--- config.mk ---
export PLATFORM = sky130hd
export DESIGN_NAME = pipe_stage_reg
export DESIGN_NICKNAME = d
export VERILOG_FILES = /design/src/rtl/pipe_stage_reg.sv
export SDC_FILE = /design/constraint.sdc
export NUM_CORES = 1
export LEC_CHECK = 0
export BUFFER_PORTS_ARGS = -buffer_cell sky130_fd_sc_hd__buf_2
export CAP_MARGIN = 5
export CORE_ASPECT_RATIO = 0.8
export CORE_MARGIN = 2
export CORE_UTILIZATION = 24
export CTS_BUF_LIST = sky130_fd_sc_hd__clkbuf_16
export CTS_CLUSTER_DIAMETER = 200
export CTS_CLUSTER_SIZE = 10
export DETAILED_ROUTE_END_ITERATION = 8
export GPL_TIMING_DRIVEN = 0
export SYNTH_ARGS = -nofsm -noshare
export SYNTH_HDL_FRONTEND = slang
export SYNTH_SLANG_ARGS = --single-unit
--- constraint.sdc ---
create_clock -name clk -period 1.8 [get_ports clk]
set_input_delay 0.27 -clock clk [delete_from_list [all_inputs] [get_ports clk]]
set_output_delay 0.27 -clock clk [all_outputs]
set_load 0.02 [all_outputs]
--- src/rtl/pipe_stage_reg.sv ---
// pipe_stage_reg: one valid/ready pipeline slot with flush and stall count.
// Optional skid slot (define PIPE_SKID_EN) registers in_ready.
//
// Ports:
//   clk        clock, all state on rising edge
//   rst        asynchronous active-low reset
//   flush      squash stage contents (bubble) this cycle
//   in_valid   upstream payload valid
//   in_ready   stage can accept in_data this cycle
//   in_data    upstream payload (DATA_W)
//   out_valid  out_data holds a live instruction
//   out_ready  downstream accepts out_data this cycle
//   out_data   registered payload to next stage (DATA_W)
//   stall_cnt  saturating count of out_valid && !out_ready cycles (CNT_W)
module pipe_stage_reg #(
   parameter int unsigned          DATA_W    = 32,
   parameter logic [DATA_W-1:0]    RESET_VAL = '0,
   parameter int unsigned          CNT_W     = 16
) (
   input  logic              clk,
   input  logic              rst,
   input  logic              flush,
   input  logic              in_valid,
   output logic              in_ready,
   input  logic [DATA_W-1:0] in_data,
   output logic              out_valid,
   input  logic              out_ready,
   output logic [DATA_W-1:0] out_data,
   output logic [CNT_W-1:0]  stall_cnt
);

   logic accept;
   logic xfer_out;

   assign accept   = in_valid && in_ready;
   assign xfer_out = out_valid && out_ready;

`ifdef PIPE_SKID_EN

   logic              skid_full;
   logic [DATA_W-1:0] skid_data;

   // Ready depends only on a flop, plus the flush gate.
   assign in_ready = !skid_full && !flush;

   always_ff @(posedge clk or negedge rst) begin
      if (!rst) begin
         out_valid <= 1'b0;
         out_data  <= RESET_VAL;
         skid_full <= 1'b0;
         skid_data <= RESET_VAL;
      end else if (flush) begin
         out_valid <= 1'b0;
         out_data  <= RESET_VAL;
         skid_full <= 1'b0;
         skid_data <= RESET_VAL;
      end else if (skid_full) begin
         // Main slot is always valid while skid holds data.
         if (out_ready) begin
            out_data  <= skid_data;
            skid_full <= 1'b0;
         end
      end else if (accept) begin
         if (!out_valid || out_ready) begin
            out_valid <= 1'b1;
            out_data  <= in_data;
         end else begin
            skid_full <= 1'b1;
            skid_data <= in_data;
         end
      end else if (xfer_out) begin
         out_valid <= 1'b0;
      end
   end

`else

   assign in_ready = !flush && (!out_valid || out_ready);

   always_ff @(posedge clk or negedge rst) begin
      if (!rst) begin
         out_valid <= 1'b0;
         out_data  <= RESET_VAL;
      end else if (flush) begin
         out_valid <= 1'b0;
         out_data  <= RESET_VAL;
      end else if (accept) begin
         out_valid <= 1'b1;
         out_data  <= in_data;
      end else if (xfer_out) begin
         // Data holds its last value; only the valid drops.
         out_valid <= 1'b0;
      end
   end

`endif

   always_ff @(posedge clk or negedge rst) begin
      if (!rst) begin
         stall_cnt <= '0;
      end else if (out_valid && !out_ready && (stall_cnt != '1)) begin
         stall_cnt <= stall_cnt + 1'b1;
      end
   end

endmodule

==> summary.md <==
| Metric | Value |
|---|---|
| Initial antenna violation count | 0 |
| Root Buffer | clkbuf_16 |
| DR pass1 iterations | 4 |
| Yosys warnings | 0 |
| CP top delay family | simple AND/OR/NAND/NOR gates |
| Total global-route track usage | 11.91% |
| Tot Pwr | 3.016 mW |
| DRT iter0 DRCs | 82 |
| Synth Net Count | 253 |
| Critical Setup Path Class | flop to flop |
| Critical path endpoint category | flop |
| Mapped Cells | 215 |
| Hold Vio Cnt, Final | 0 |
| Worst r2r path cells | 5 |
| Die H | 88.72 um |
| Crit path max fanout | 9 |
| CP startpoint | stall_cnt[1] |
| Worst Setup Start Kind | flop |
| R2R Setup Slk | 0.05 ns |
| Peak VDD IR | 0.0006125 V |
| Setup Viol. Count Final | 0 |
| Final instance area | 3017 um^2 |
| Standard-cell row count | 30 |
| IO Count | 87 |
| Hold Slack | 0.1850 ns |
| Die area | 9750 um^2 |
| First-pass GRT wire length | 8.997 mm |
| ANT cells | 0 |
| Routed WL | 5.573 mm |
| FF+latch count, synth | 49 |
| Register area share after synthesis | 56.94% |
| Fmax | 572.5 MHz |
| Vias in the first global route | 1780 |
| Clock latency on the worst-skew pair | 0.28 ns |
| Worst-path cell chain | ha_4 -> nand3_2 -> or4_4 -> and2_4 -> mux2_4 |
| Worst slew pin tran | 1.110 ns |
| TritonCTS Sinks | 49 |
| Drc violations | 0 |
| Status | complete, no violations |
| Hold Path Origin | in_data[30] |
| Width of the die | 109.9 um |
| Post-DP Area | 2758 um^2 |
| H-tree Lvls | 2 |
| Worst hold path type | input port to flop |
| Worst hold stages | 3 |
| RSZ-0062 raised after global routing | true |
| Count of different cell masters after synthesis | 28 |
| Per-cell routed wire length | 12.99 um |
| Leak | 1.469 nW |
| Max-Cap Viols | 0 |
| Critical R2R Launch | stall_cnt[1] |
| GR Overflow Total | 0 |
| Max stage delay on crit path | 0.51 ns |
| Min-Delay Endpoint | out_data[30] |
| Final setup margin | 0.05317 ns |
| Worst EP arrival | 1.91 ns |
| Clk_skew | 0.006783 ns |
| Routability-driven placement congestion ratio | 0.7517 |
| Layout area overhead | 40.09% |
| Antenna viol nets, final | 0 |
| RR Endpoint | stall_cnt[1] |
| Layout cell share with drive strength beyond 1 | 40.06% |
| CTS tree | built |
| Syn avg cell area | 10.02 um^2 |
| Clk slew on worst S/H paths | 0.07 ns |
| Starting density of the core | 25.05% |
| Finished Layout Cells | 429 |
| DR vias | 1879 |
| Fillers | 880 |
| Final period util | 97.05% |
| Port Buffer Count | 85 |
| Final Slew Violations | 0 |
| Via-per-instance ratio | 4.380 |
| CORE AREA | 8596 um^2 |
| Critical Path RT | 1.97 ns |
| Post-DP HPWL | 3.946 mm |
| Minimum clock period | 1.747 ns |
| Mapped Area | 2153 um^2 |
| CTS Buf Count | 5 |
| Cell Count Post-Placement | 412 |
| Largest net degree at the start of global routing | 50 |
| CP bufs+invs | 0 |
| Setup Slack @ Placement | -0.1595 ns |
| Maximum buffer depth of the clock tree | 2 |
| Critical Path Slowest Stage Cell | or4_4 |
| Nets | 354 |
| P per Cell Area | 999.7 nW/um^2 |
| Normalized max-slew margin | 25.98% |
[where the power goes]
group          switching (mW)  internal, mW
sequential              0.110          1.22
combinational           0.362         0.263
clock                   0.410         0.651
total                   0.882          2.13
[final cells by class]
class	instances	area (um^2)	share of cell area, %
sequential	49	1239	41.06
multi-input combinational	153	919.6	30.49
timing repair buffer	95	500.5	16.59
tap	112	140.1	4.645
clock buffer	5	125.1	4.148
buffer	10	43.79	1.452
clock inverter	3	41.29	1.369
inverter	2	7.507	0.2489
[worst reg2reg max path: cells and delay by family (launching register included)]
kind                       cells  cell delay [ns]
adders and majority gates      1             0.15
DFF                            1             0.39
muxes                          1             0.28
and+or+nand+nor                3             0.81
[flip-flops by register name, indices dropped and copies added (netlist names)]
| signal | flops |
|---|---|
| out_data | 32 |
| stall_cnt | 16 |
| out_valid | 1 |
[layer usage]
metal | up-vias | part of all wire, % | GRT usage (%)
met3 | 2 | 6.1 | 3.166
met4 | 0 | 0.27 | 2.417
met1 | 901 | 47 | 15.89
li1 | 918 | - | -
met5 | - | 0 | 0
met2 | 58 | 46 | 19.52
[synth_stat cells]
cell type	instances	share of area, %
nand2_1	36	6.3
nor2_1	6	1.0
xnor2_1	7	2.8
clkbuf_1	10	1.7
nand4_1	5	1.5
a2111oi_0	1	0.41
o21ai_0	35	8.1
or4_4	1	0.52
xor2_1	5	2.0
inv_1	2	0.35
mux2_4	1	0.70
nor4b_1	1	0.41
a21oi_1	2	0.46
nor4_1	1	0.29
and2_4	1	0.41
nand4b_1	1	0.41
nand3_1	6	1.4
or3_1	1	0.29
nand2b_1	33	9.6
dfrtp_1	49	57
buf_6	1	0.52
ha_1	1	0.58
nor4bb_1	1	0.46
and3_1	1	0.29
nor2b_1	2	0.58
nor3b_2	1	0.58
nand4_2	1	0.58
nor3_1	3	0.70
[stage by stage]
step | setup TNS (ns) | utilization, %
final | 0 | 35.09
after global routing | -0.0003617 | 35.09
after CTS | 0 | 34.45
after detailed placement | -3.234 | 32.08
after global placement | -2.117 | 32.08
after floorplan | -0.01385 | -
[placed cells by master, fill, tap and decap left out, types with 2 or more instances in the layout]
master,n
clkbuf_16,5
o21ai_0,35
buf_4,10
nor2_1,6
nor2b_1,2
a21oi_1,2
nand2_1,36
clkbuf_2,5
inv_1,2
buf_2,85
dfrtp_1,39
nand2b_1,33
nor3_1,2
clkbuf_1,5
nand4_1,5
nand3_1,5
dfrtp_2,10
xor2_1,5
xnor2_1,7
[logic make-up (layout without fill, tap and decap cells)]
group	after synthesis	in the layout	share of synthesized area [%]
xor+xnor	12	12	4.881
simple gates	101	101	25.28
flops	49	49	56.94
fa+ha+maj	1	1	0.5810
mux	1	1	0.6971
compound gates	38	38	9.007
buf+inv	13	115	2.615
[worst max path at each step]
stage              endpoint  slack, ns  cells after the start
6_report       stall_cnt[1]       0.05                      5
5_1_grt        stall_cnt[1]    -0.0004                      4
4_1_cts        stall_cnt[1]     0.0003                      5
3_5_place_dp   out_data[25]      -0.16                      5
3_3_place_gp    out_data[8]      -0.11                      5
2_1_floorplan  stall_cnt[1]      -0.01                      5
[timing repair]
item                       4_1_cts  5_1_grt
hold endpoints to repair         0        0
gates cloned                     0        0
pin swaps                        0        3
setup endpoints to repair       33       36
resized for setup                2       11
buffers inserted                 4        6
hold buffers                     0        0
Power figures use the tool's default switching activity.
